`src/rtl/dot_matrix_scan.sv`:
```
// -----------------------------------------------------------------------------
// dot_matrix_scan
//
// Row-scan driver for a 16x16 LED dot matrix. It walks a 4-bit row index out
// to an external combinational pattern ROM and samples the returned column
// word. It then lights that row with registered one-hot row and column drives.
// Each row slot lasts CLK_DIV cycles. The first BLANK_CYCLES cycles of a slot
// keep the matrix dark, so the ROM can settle on the new index and the
// previous row's data never ghosts onto the next row.
//
// Parameters
//   CLK_DIV      clock cycles per row slot, blanking included (> BLANK_CYCLES)
//   BLANK_CYCLES dark cycles at the start of each slot (>= 1)
//
// Ports
//   clk        in   system clock, rising edge
//   rst_n      in   asynchronous active-low reset
//   en         in   scan enable, level-sensitive
//   col_in     in   [15:0] column word from the ROM for the current row_bin
//   row_bin    out  [3:0]  row index presented to the ROM
//   row        out  [15:0] one-hot row drive, active-high
//   col_out    out  [15:0] column drive, active-high
//   frame_done out  one-cycle pulse after the row-15 slot ends
// -----------------------------------------------------------------------------
module dot_matrix_scan #(
  parameter int CLK_DIV      = 50000,
  parameter int BLANK_CYCLES = 16
) (
  input  logic        clk,
  input  logic        rst_n,
  input  logic        en,
  input  logic [15:0] col_in,
  output logic [3:0]  row_bin,
  output logic [15:0] row,
  output logic [15:0] col_out,
  output logic        frame_done
);

  localparam int CW = (CLK_DIV > 1) ? $clog2(CLK_DIV) : 1;

  // Terminal counts for the two timed states.
  localparam logic [CW-1:0] BLANK_LAST = CW'(BLANK_CYCLES - 1);
  localparam logic [CW-1:0] SHOW_LAST  = CW'(CLK_DIV - BLANK_CYCLES - 1);

  typedef enum logic [1:0] {
    S_IDLE  = 2'd0,
    S_BLANK = 2'd1,
    S_SHOW  = 2'd2
  } state_t;

  state_t        state_q, state_d;
  logic [CW-1:0] cnt_q, cnt_d;
  logic [3:0]    row_bin_q, row_bin_d;
  logic [15:0]   row_q, row_d;
  logic [15:0]   col_q, col_d;   // column latch, driven straight to the pins
  logic          frame_q, frame_d;

  // ---------------------------------------------------------------------------
  // State and output registers
  // ---------------------------------------------------------------------------
  always_ff @(posedge clk or negedge rst_n) begin
    if (!rst_n) begin
      state_q   <= S_IDLE;
      cnt_q     <= '0;
      row_bin_q <= 4'd0;
      row_q     <= 16'd0;
      col_q     <= 16'd0;
      frame_q   <= 1'b0;
    end else begin
      state_q   <= state_d;
      cnt_q     <= cnt_d;
      row_bin_q <= row_bin_d;
      row_q     <= row_d;
      col_q     <= col_d;
      frame_q   <= frame_d;
    end
  end

  // ---------------------------------------------------------------------------
  // Next-state and next-output logic
  // ---------------------------------------------------------------------------
  always_comb begin
    state_d   = state_q;
    cnt_d     = cnt_q;
    row_bin_d = row_bin_q;
    row_d     = row_q;
    col_d     = col_q;
    frame_d   = 1'b0;   // pulse: only asserted on the wrap edge

    case (state_q)
      S_IDLE: begin
        row_bin_d = 4'd0;
        row_d     = 16'd0;
        col_d     = 16'd0;
        cnt_d     = '0;
        if (en) begin
          state_d = S_BLANK;
        end
      end

      S_BLANK: begin
        if (!en) begin
          state_d   = S_IDLE;
          cnt_d     = '0;
          row_bin_d = 4'd0;
          row_d     = 16'd0;
          col_d     = 16'd0;
        end else if (cnt_q == BLANK_LAST) begin
          // Row select and column data switch on together, so a lit row
          // never carries the previous row's columns.
          col_d   = col_in;
          row_d   = 16'd1 << row_bin_q;
          state_d = S_SHOW;
          cnt_d   = '0;
        end else begin
          cnt_d = cnt_q + CW'(1);
        end
      end

      S_SHOW: begin
        if (!en) begin
          state_d   = S_IDLE;
          cnt_d     = '0;
          row_bin_d = 4'd0;
          row_d     = 16'd0;
          col_d     = 16'd0;
        end else if (cnt_q == SHOW_LAST) begin
          // Go dark and advance the ROM address on the same edge; the ROM
          // then has the whole blanking interval to settle.
          row_d     = 16'd0;
          col_d     = 16'd0;
          row_bin_d = row_bin_q + 4'd1;
          frame_d   = (row_bin_q == 4'd15);
          state_d   = S_BLANK;
          cnt_d     = '0;
        end else begin
          cnt_d = cnt_q + CW'(1);
        end
      end

      default: begin
        state_d   = S_IDLE;
        cnt_d     = '0;
        row_bin_d = 4'd0;
        row_d     = 16'd0;
        col_d     = 16'd0;
      end
    endcase
  end

  assign row_bin    = row_bin_q;
  assign row        = row_q;
  assign col_out    = col_q;
  assign frame_done = frame_q;

endmodule

```
`config.mk`:
```
export PLATFORM = sky130hd
export DESIGN_NAME = dot_matrix_scan
export DESIGN_NICKNAME = d
export VERILOG_FILES = /design/src/rtl/dot_matrix_scan.sv
export SDC_FILE = /design/constraint.sdc
export NUM_CORES = 1
export LEC_CHECK = 0
export CELL_PAD_IN_SITES_DETAIL_PLACEMENT = 1
export CELL_PAD_IN_SITES_GLOBAL_PLACEMENT = 2
export CORE_MARGIN = 5
export CORE_UTILIZATION = 33
export DETAILED_ROUTE_END_ITERATION = 12
export PLACE_DENSITY = 0.93
export SYNTH_ARGS = -nofsm -noshare
export SYNTH_HDL_FRONTEND = slang
export SYNTH_SLANG_ARGS = --single-unit
```
`constraint.sdc`:
```
create_clock -name clk -period 4.3 [get_ports clk]
set_input_delay 0.645 -clock clk [delete_from_list [all_inputs] [get_ports clk]]
set_output_delay 0.645 -clock clk [all_outputs]
set_load 0.02 [all_outputs]
```
---- Yosys cells after proc, flatten, opt, wreduce, memory -nomap -nowiden ----
Index checks and enable logic that the tools add are counted.
word-level totals
  output and inout port bits .............. 37
  bits in registers ....................... 55
  word-level logic and storage cells ...... 48
cells by class
  equal/unequal tests ..................... 9
  reduce and logical (&&, ||, !) cells .... 4
  muxes and demuxes ....................... 26
  add/sub/neg operators ................... 2
  shift operators ......................... 1
operator list
  kind                                                   count
  2-to-1 mux 16 bit                                      10
  case mux 16 bit (2 select lines)                       3
  adder 16 x 1 -> 16 bit (second input constant)         1
  equality test 16 bit (second input constant)           1
  equality test 16 x 4 -> 1 bit (second input constant)  1
  << shifter 1 x 4 -> 16 bit (first input constant)      1
  2-to-1 mux 4 bit                                       3
  2-to-1 mux 2 bit                                       5
  case mux 4 bit (2 select lines)                        1
  inequality test 3 bit (second input constant)          2
  case mux 2 bit (3 select lines)                        1
  adder 4 x 1 -> 4 bit (second input constant)           1
  equality test 4 bit (second input constant)            1
  inequality test 2 bit (second input constant)          2
  AND reduction 2 bit                                    2
  2-to-1 mux 1 bit                                       3
  AND reduction 3 bit                                    1
  equality test 2 x 1 -> 1 bit (second input constant)   1
  equality test 2 bit (second input constant)            1
  logical NOT 2 bit                                      1

---- Logic depth before layout (Yosys ltp) ----
Gate-level depths: netlist (run 1).
  word-level depth ........................ 4
  gate-level depth with buffers ........... 8

---- Worst setup path after synthesis (run 1) ----
No wires, ideal clock.
  path type ............................... reg2reg
  from .................................... reg cnt_q[6]
  to ...................................... reg row_q[1], in the netlist row[1]
  arrival ................................. 1852 ps
  stages on the path, launching flop included .. 8
  library setup time ...................... 135 ps
  slack ................................... 2313 ps
  period minus slack after synthesis ...... 1987 ps
  path through ............................ dfrtp_1 -> or4_4 -> nor4_4 -> o21ai_1 -> buf_2 -> buf_6 -> nand3_1 -> o31ai_1
on the way
  longest elaborated chain between the ends .. 3
ends and longest elaborated chain
  item                                                                          RTL line  text
  start: declaration                                                            52        logic [CW-1:0] cnt_q, cnt_d;
  start signal: assignment                                                      71        cnt_q <= cnt_d;
  equality test 16 bit / equality test 16 x 4 -> 1 bit (equally long branches)  127, 108
  inequality test 3 bit (no line)                                               n/a
  AND reduction 2 bit (no line) (*)                                             n/a
  end signal: assignment                                                        73        row_q <= row_d;
  end: declaration                                                              54        logic [15:0] row_q, row_d;
Mark *: on every way between the ends. The rest lies on a longest branch, timed or not.
A chain may end at the register's enable or synchronous reset.

---- Worst setup path in the final report (run 1) ----
  from .................................... reg cnt_q[0]
  to ...................................... reg col_q[3], in the netlist col_out[3]
on the way
  longest elaborated chain between the ends .. 3
ends and longest elaborated chain
  item                                                                          RTL line  text
  equality test 16 bit / equality test 16 x 4 -> 1 bit (equally long branches)  127, 108
  inequality test 3 bit (no line)                                               n/a
  AND reduction 2 bit (no line) (*)                                             n/a
  end signal: assignment                                                        74        col_q <= col_d;
  end: declaration                                                              55        logic [15:0] col_q, col_d;
Marked as above.

==> impl_metrics.ini, run 1 <==
[timing]
setup-tns-final_ns = 0
period_needed_ns = 2.47
slew_violations = 0
holdWs_ns = 0.159
post-route-period-util_pct = 57.4
finClkSkew_ns = 0.00971
rsz0062_at_grt = false
hold_viol_final = 0
fmax_mhz = 405
setup_viol = 0
relSlewSlack_pct = 32.7
tightest_slew_ns = 1.01

[synth]
synth_seq_cells = 55
yosys.cell_types.count = 32
async_reset_ff_share_pct = 100
ys_warn_count = 0
ys.flop_type = dfrtp_1
synth_cells = 277
synth.avg_cell_area_um2 = 9.53
syn_nets = 307
synth_edf_count = 0
syn_area_um2 = 2640
synth_seq_area_share_pct = 52.1

[global_route]
first_global_vias = 2350
antenna_found_initial = 0
track_usage_pct = 13.9
grt_pass1_wl_um = 11300
grt_max_degree = 61
grt-ovfl-total = 0

[route]
wl_um = 6580
drt_iter0_drc = 71
drc = 0
routed_via_density = 5.18
wire_per_inst_um = 15.4
ant_nets = 0
drt_pass1_iterations = 4
vias = 2212

[setup_path]
cp.arrival_ns = 2.63
cp-end-kind = register
path_max_fanout = 60
cp.required_ns = 4.46
worstSetupStartpointType = register
critPathKind = reg2reg

[power]
p_int_w = 0.000698
combPwrFrac_pct = 14.9
power_density_nw_per_um2 = 291
p_leak_nw = 1.30
swShare_pct = 28.6
peakVddDrop_mv = 0.138
pwr-share-clk_pct = 30.8
seqPwrFrac_pct = 54.3
power.switching_w = 0.000280

[placed_design]
io_buffers = 55
dp_hpwl_um = 4790
place_inst = 419
place_congestion = 0.715

[finish]
n_antenna_cell = 0
nets = 354
final_cells = 427
n_fill_cell = 914
areaGrowthSynthToFinish_pct = 27.1
drive_gt1_share_pct = 5.23

[cts]
cts_root_buffer = clkbuf_8
clk_latency_ns = 0.30
cts_resized = 0
path_clk_slew_ns = 0.10
cts_buffer_depth = 2
hold_buffers = 0
post_cts_buffers = 0
cts_tree = built
numCtsBuffers = 5
clock-sinks = 55
htreeDepth = 2

[floorplan]
io_pins = 56
core_area_um2 = 7770
rows = 32
die_w_um = 99.4
die_height_um = 99.4
dieArea_um2 = 9890
start_util_pct = 34.0

[status]
status = complete, no violations

[run]
maxCapViolCount = 0

[hold_path]
hold_class = in2async
[power groups by stage]
stage | logic [W] | clock network [W] | registers [W]
floorplan | 0.0000979 | 0 | 0.000539
global placement | 0.000143 | 0 | 0.000541
detailed placement | 0.000149 | 0 | 0.000541
CTS | 0.000149 | 0.000315 | 0.000531
global route | 0.000167 | 0.000333 | 0.000532
finish | 0.000145 | 0.000301 | 0.000531
[cell usage in the layout, fill, tap and decap left out, types with 6 or more instances in the layout]
cell type / count
clkdlybuf4s50_1: 54
o31ai_1: 9
o21ai_1: 21
dfrtp_1: 55
nand3_1: 50
xor2_1: 7
ha_1: 11
inv_1: 7
nand4_1: 9
xnor2_1: 7
clkbuf_8: 6
nand2_1: 34
nor2_1: 21
[worst max-delay path, cell delays in order (launching register included)]
cell and delay (ns):
dfrtp_1 0.43, ha_1 0.27, nand3_1 0.23, nor4_2 0.26, nand4_1 0.40, buf_4 0.45
nand3_1 0.16, o21ai_0 0.10
[final timing paths]
path / cells after the start / from / slack [ns] / endpoint
setup / recovery: 7 / cnt_q[0] / 1.83 / col_out[3]
hold / removal: 1 / rst_n / 0.16 / row[4]
setup reg to reg: 7 / cnt_q[0] / 1.83 / col_out[3]
hold reg to reg: 2 / row[0] / 0.51 / row[0]
max in group asynchronous: 2 / rst_n / 3.29 / row_bin[2]
min in group clk: 2 / row[0] / 0.51 / row[0]
[flip-flops by register name (all words and copies together) (netlist names)]
register    flops
cnt_q          16
col_out        16
row            16
row_bin         4
state_q         2
frame_done      1
[logic make-up (layout without fill, tap and decap cells)]
logic type,after synthesis,count (layout),synth area share (%)
XOR/XNOR,14,14,4.64
buffers and inverters,25,73,4.17
AO/OA/AOI/OAI,40,40,8.77
adder cells (fa/ha/maj),11,11,5.21
flip-flops,55,55,52.1
AND/OR/NAND/NOR,132,132,25.1
[cells in the mapped netlist, types with 4 or more instances]
master	instances	area share, %
nand2_1	34	4.8
o21ai_1	22	4.2
nor2_1	21	3.0
buf_2	7	1.3
nand4_1	9	2.1
nand3_1	50	9.5
o31ai_1	9	2.6
nor3_1	4	0.76
dfrtp_1	55	52
ha_1	11	5.2
o21ai_0	4	0.76
xor2_1	7	2.3
xnor2_1	7	2.3
clkbuf_1	10	1.4
inv_1	7	1.0
[metrics by stage]
| step | power [W] | cell area (um^2) | utilization (%) | worst slack [ns] |
|---|---|---|---|---|
| 4_1_cts | 0.000995 | 3350 | 43.2 | 1.80 |
| 2_1_floorplan | 0.000637 | 2640 | - | 2.31 |
| 5_1_grt | 0.00103 | 3350 | 43.2 | 1.61 |
| 3_3_place_gp | 0.000684 | 3260 | 41.9 | 1.74 |
| 3_5_place_dp | 0.000690 | 3260 | 41.9 | 1.62 |
| 6_report | 0.000977 | 3350 | 43.2 | 1.83 |
[layer usage]
layer  wire [um]  global-route usage (%)  up-vias
li1            -                       -     1063
met1        2780                    16.8     1108
met2        3480                    25.4       35
met3         272                    2.81        6
met4          50                    3.26        0
met5           0                       0        -
[cell type report]
| type | instances | area [um^2] | share of cell area (%) |
|---|---|---|---|
| Timing Repair Buffer | 58 | 568 | 16.9 |
| Multi-Input combinational cell | 197 | 1160 | 34.5 |
| Clock buffer | 6 | 82.6 | 2.46 |
| Clock inverter | 2 | 16.3 | 0.485 |
| Tap cell | 102 | 128 | 3.80 |
| Inverter | 7 | 26.3 | 0.783 |
| Sequential cell | 55 | 1380 | 41.0 |
No activity file was read; power rests on OpenSTA's default activity.
==> run 2: changes to the inputs <==
CORE_UTILIZATION = 28   (was 33)
PLACE_DENSITY = 0.85   (was 0.93)
clock period = 2.2 ns   (was 4.3 ns; I/O delays follow)
==> run 2 against run 1 <==
  * Clock power increased by 130%
  * Utilization shrank 5.3 points
  * Critical path depth down 2
  * Total power up 110%
  * Combinational power grew 110%
  * Final cell count up 4.9%
  * Setup slack got worse by 1.6 ns
  * Global-route usage is 1.2 points lower
  * Via count increased by 0.23%
  * Clock skew is 0.0032 ns lower
  * Final area increased by 3.9%
==> impl_metrics.ini, run 2 (synthesized netlist as in run 1, its figures left out) <==
[power]
power_density_nw_per_um2 = 586
peakVddDrop_mv = 0.285
p_leak_nw = 1.38

[setup_path]
cp.arrival_ns = 2.27
cp-end-kind = register
path_max_fanout = 4
cp.required_ns = 2.45
cpMaxStageDelayCell = or4_4
crit_path_cell_trace = or4_4 -> nor4_4 -> nand4_1 -> or4_1 -> nand3_1
slowest_delay_ns = 0.52
worstSetupStartpointType = register
critPathKind = reg2reg

[cts]
path_clk_slew_ns = 0.11
hold_buffers = 0
htreeDepth = 2
post_cts_buffers = 0
cts_buffer_depth = 2
clk_latency_ns = 0.32
cts_tree = built
clock-sinks = 55
cts_resized = 0
numCtsBuffers = 5
cts_root_buffer = clkbuf_8

[timing]
fmax_mhz = 496
hold_viol_final = 0
slew_violations = 0
tightest_slew_ns = 0.800
period_needed_ns = 2.01
setup_viol = 0
rsz0062_at_grt = false
finClkSkew_ns = 0.00654
post-route-period-util_pct = 91.6
setup-tns-final_ns = 0
relSlewSlack_pct = 46.7

[finish]
n_antenna_cell = 0
areaGrowthSynthToFinish_pct = 32.0
final_area_um2 = 3490
nets = 366
final_util_pct = 37.9
final_cell_mix = dfrtp_1, clkdlybuf4s50_1, nand3_1, nand2_1
drive_gt1_share_pct = 8.61
final_common_cell = dfrtp_1
final_cells = 448

[floorplan]
rows = 35
dieArea_um2 = 11500
core_area_um2 = 9200
die_height_um = 107
start_util_pct = 28.7
die_w_um = 107
io_pins = 56

[global_route]
grt-ovfl-total = 0
first_global_vias = 2332
grt_max_degree = 63
antenna_found_initial = 0
grt_pass1_wl_um = 11800
track_usage_pct = 12.7

[placed_design]
io_buffers = 55
place_inst = 440
dp_hpwl_um = 5020
placed_area_um2 = 3370
place_congestion = 0.754

[route]
drc = 0
drt_pass1_iterations = 4
ant_nets = 0
routed_via_density = 4.95
vias = 2217
wire_per_inst_um = 15.1
drt_iter0_drc = 75
wl_um = 6780

[hold_path]
hold_class = in2async

[status]
status = complete, no violations

[run]
maxCapViolCount = 0
## run 2: cell types whose count changed in the layout (fill, tap and decap cells not counted)
cell / delta
buf_12: +1
buf_4: +11
bufinv_16: +1
clkbuf_8: -1
clkinvlp_4: -1
inv_6: +1
## run 2: critical path: cells and delay by family, from the launching register on
kind,cells,cell delay [ns]
simple gates,5,1.53
flops,1,0.43
## run 2: worst paths after layout
check                                   to  cells after the start        from  slack [ns]
min in group clk                col_out[6]                      2  col_out[6]        0.51
worst max register to register  row_bin[3]                      5   cnt_q[10]        0.19
worst min-delay path                row[3]                      1       rst_n        0.09
worst min register to register  col_out[6]                      2  col_out[6]        0.51
max in group asynchronous        cnt_q[11]                      2       rst_n        1.45
worst max-delay path            row_bin[3]                      5   cnt_q[10]        0.19
## run 2: power breakdown
part           internal [W]  switching, W  leakage (nW)  total, W
combinational     0.0000955      0.000206         0.559  0.000302
sequential          0.00102     0.0000130         0.767   0.00104
clock              0.000346      0.000358        0.0587  0.000704
## run 2: final cells by class
cell class / instances / area (um^2)
tap: 111 / 139
multi-input combinational: 197 / 1160
inverter: 7 / 26.3
timing repair buffer: 70 / 671
clock buffer: 5 / 68.8
sequential: 55 / 1380
fill: 1054 / 5710
clock inverter: 3 / 47.5
## run 2: metrics by stage
step	power [W]	setup WS (ns)	hold slack, ns
global placement	0.00136	0.182	0.461
finish	0.00204	0.185	0.0885
floorplan	0.00125	0.213	0.0344
detailed placement	0.00137	0.134	0.461
global route	0.00216	0.0241	0.144
CTS	0.00208	0.172	0.104
## run 2: per-layer routing
metal | global-route usage [%] | vias up | routed length, um
met5 | 0 | - | 0
met4 | 3.01 | 0 | 71
met3 | 3.13 | 6 | 272
met2 | 22.6 | 33 | 3410
met1 | 15.3 | 1096 | 3020
li1 | - | 1082 | -
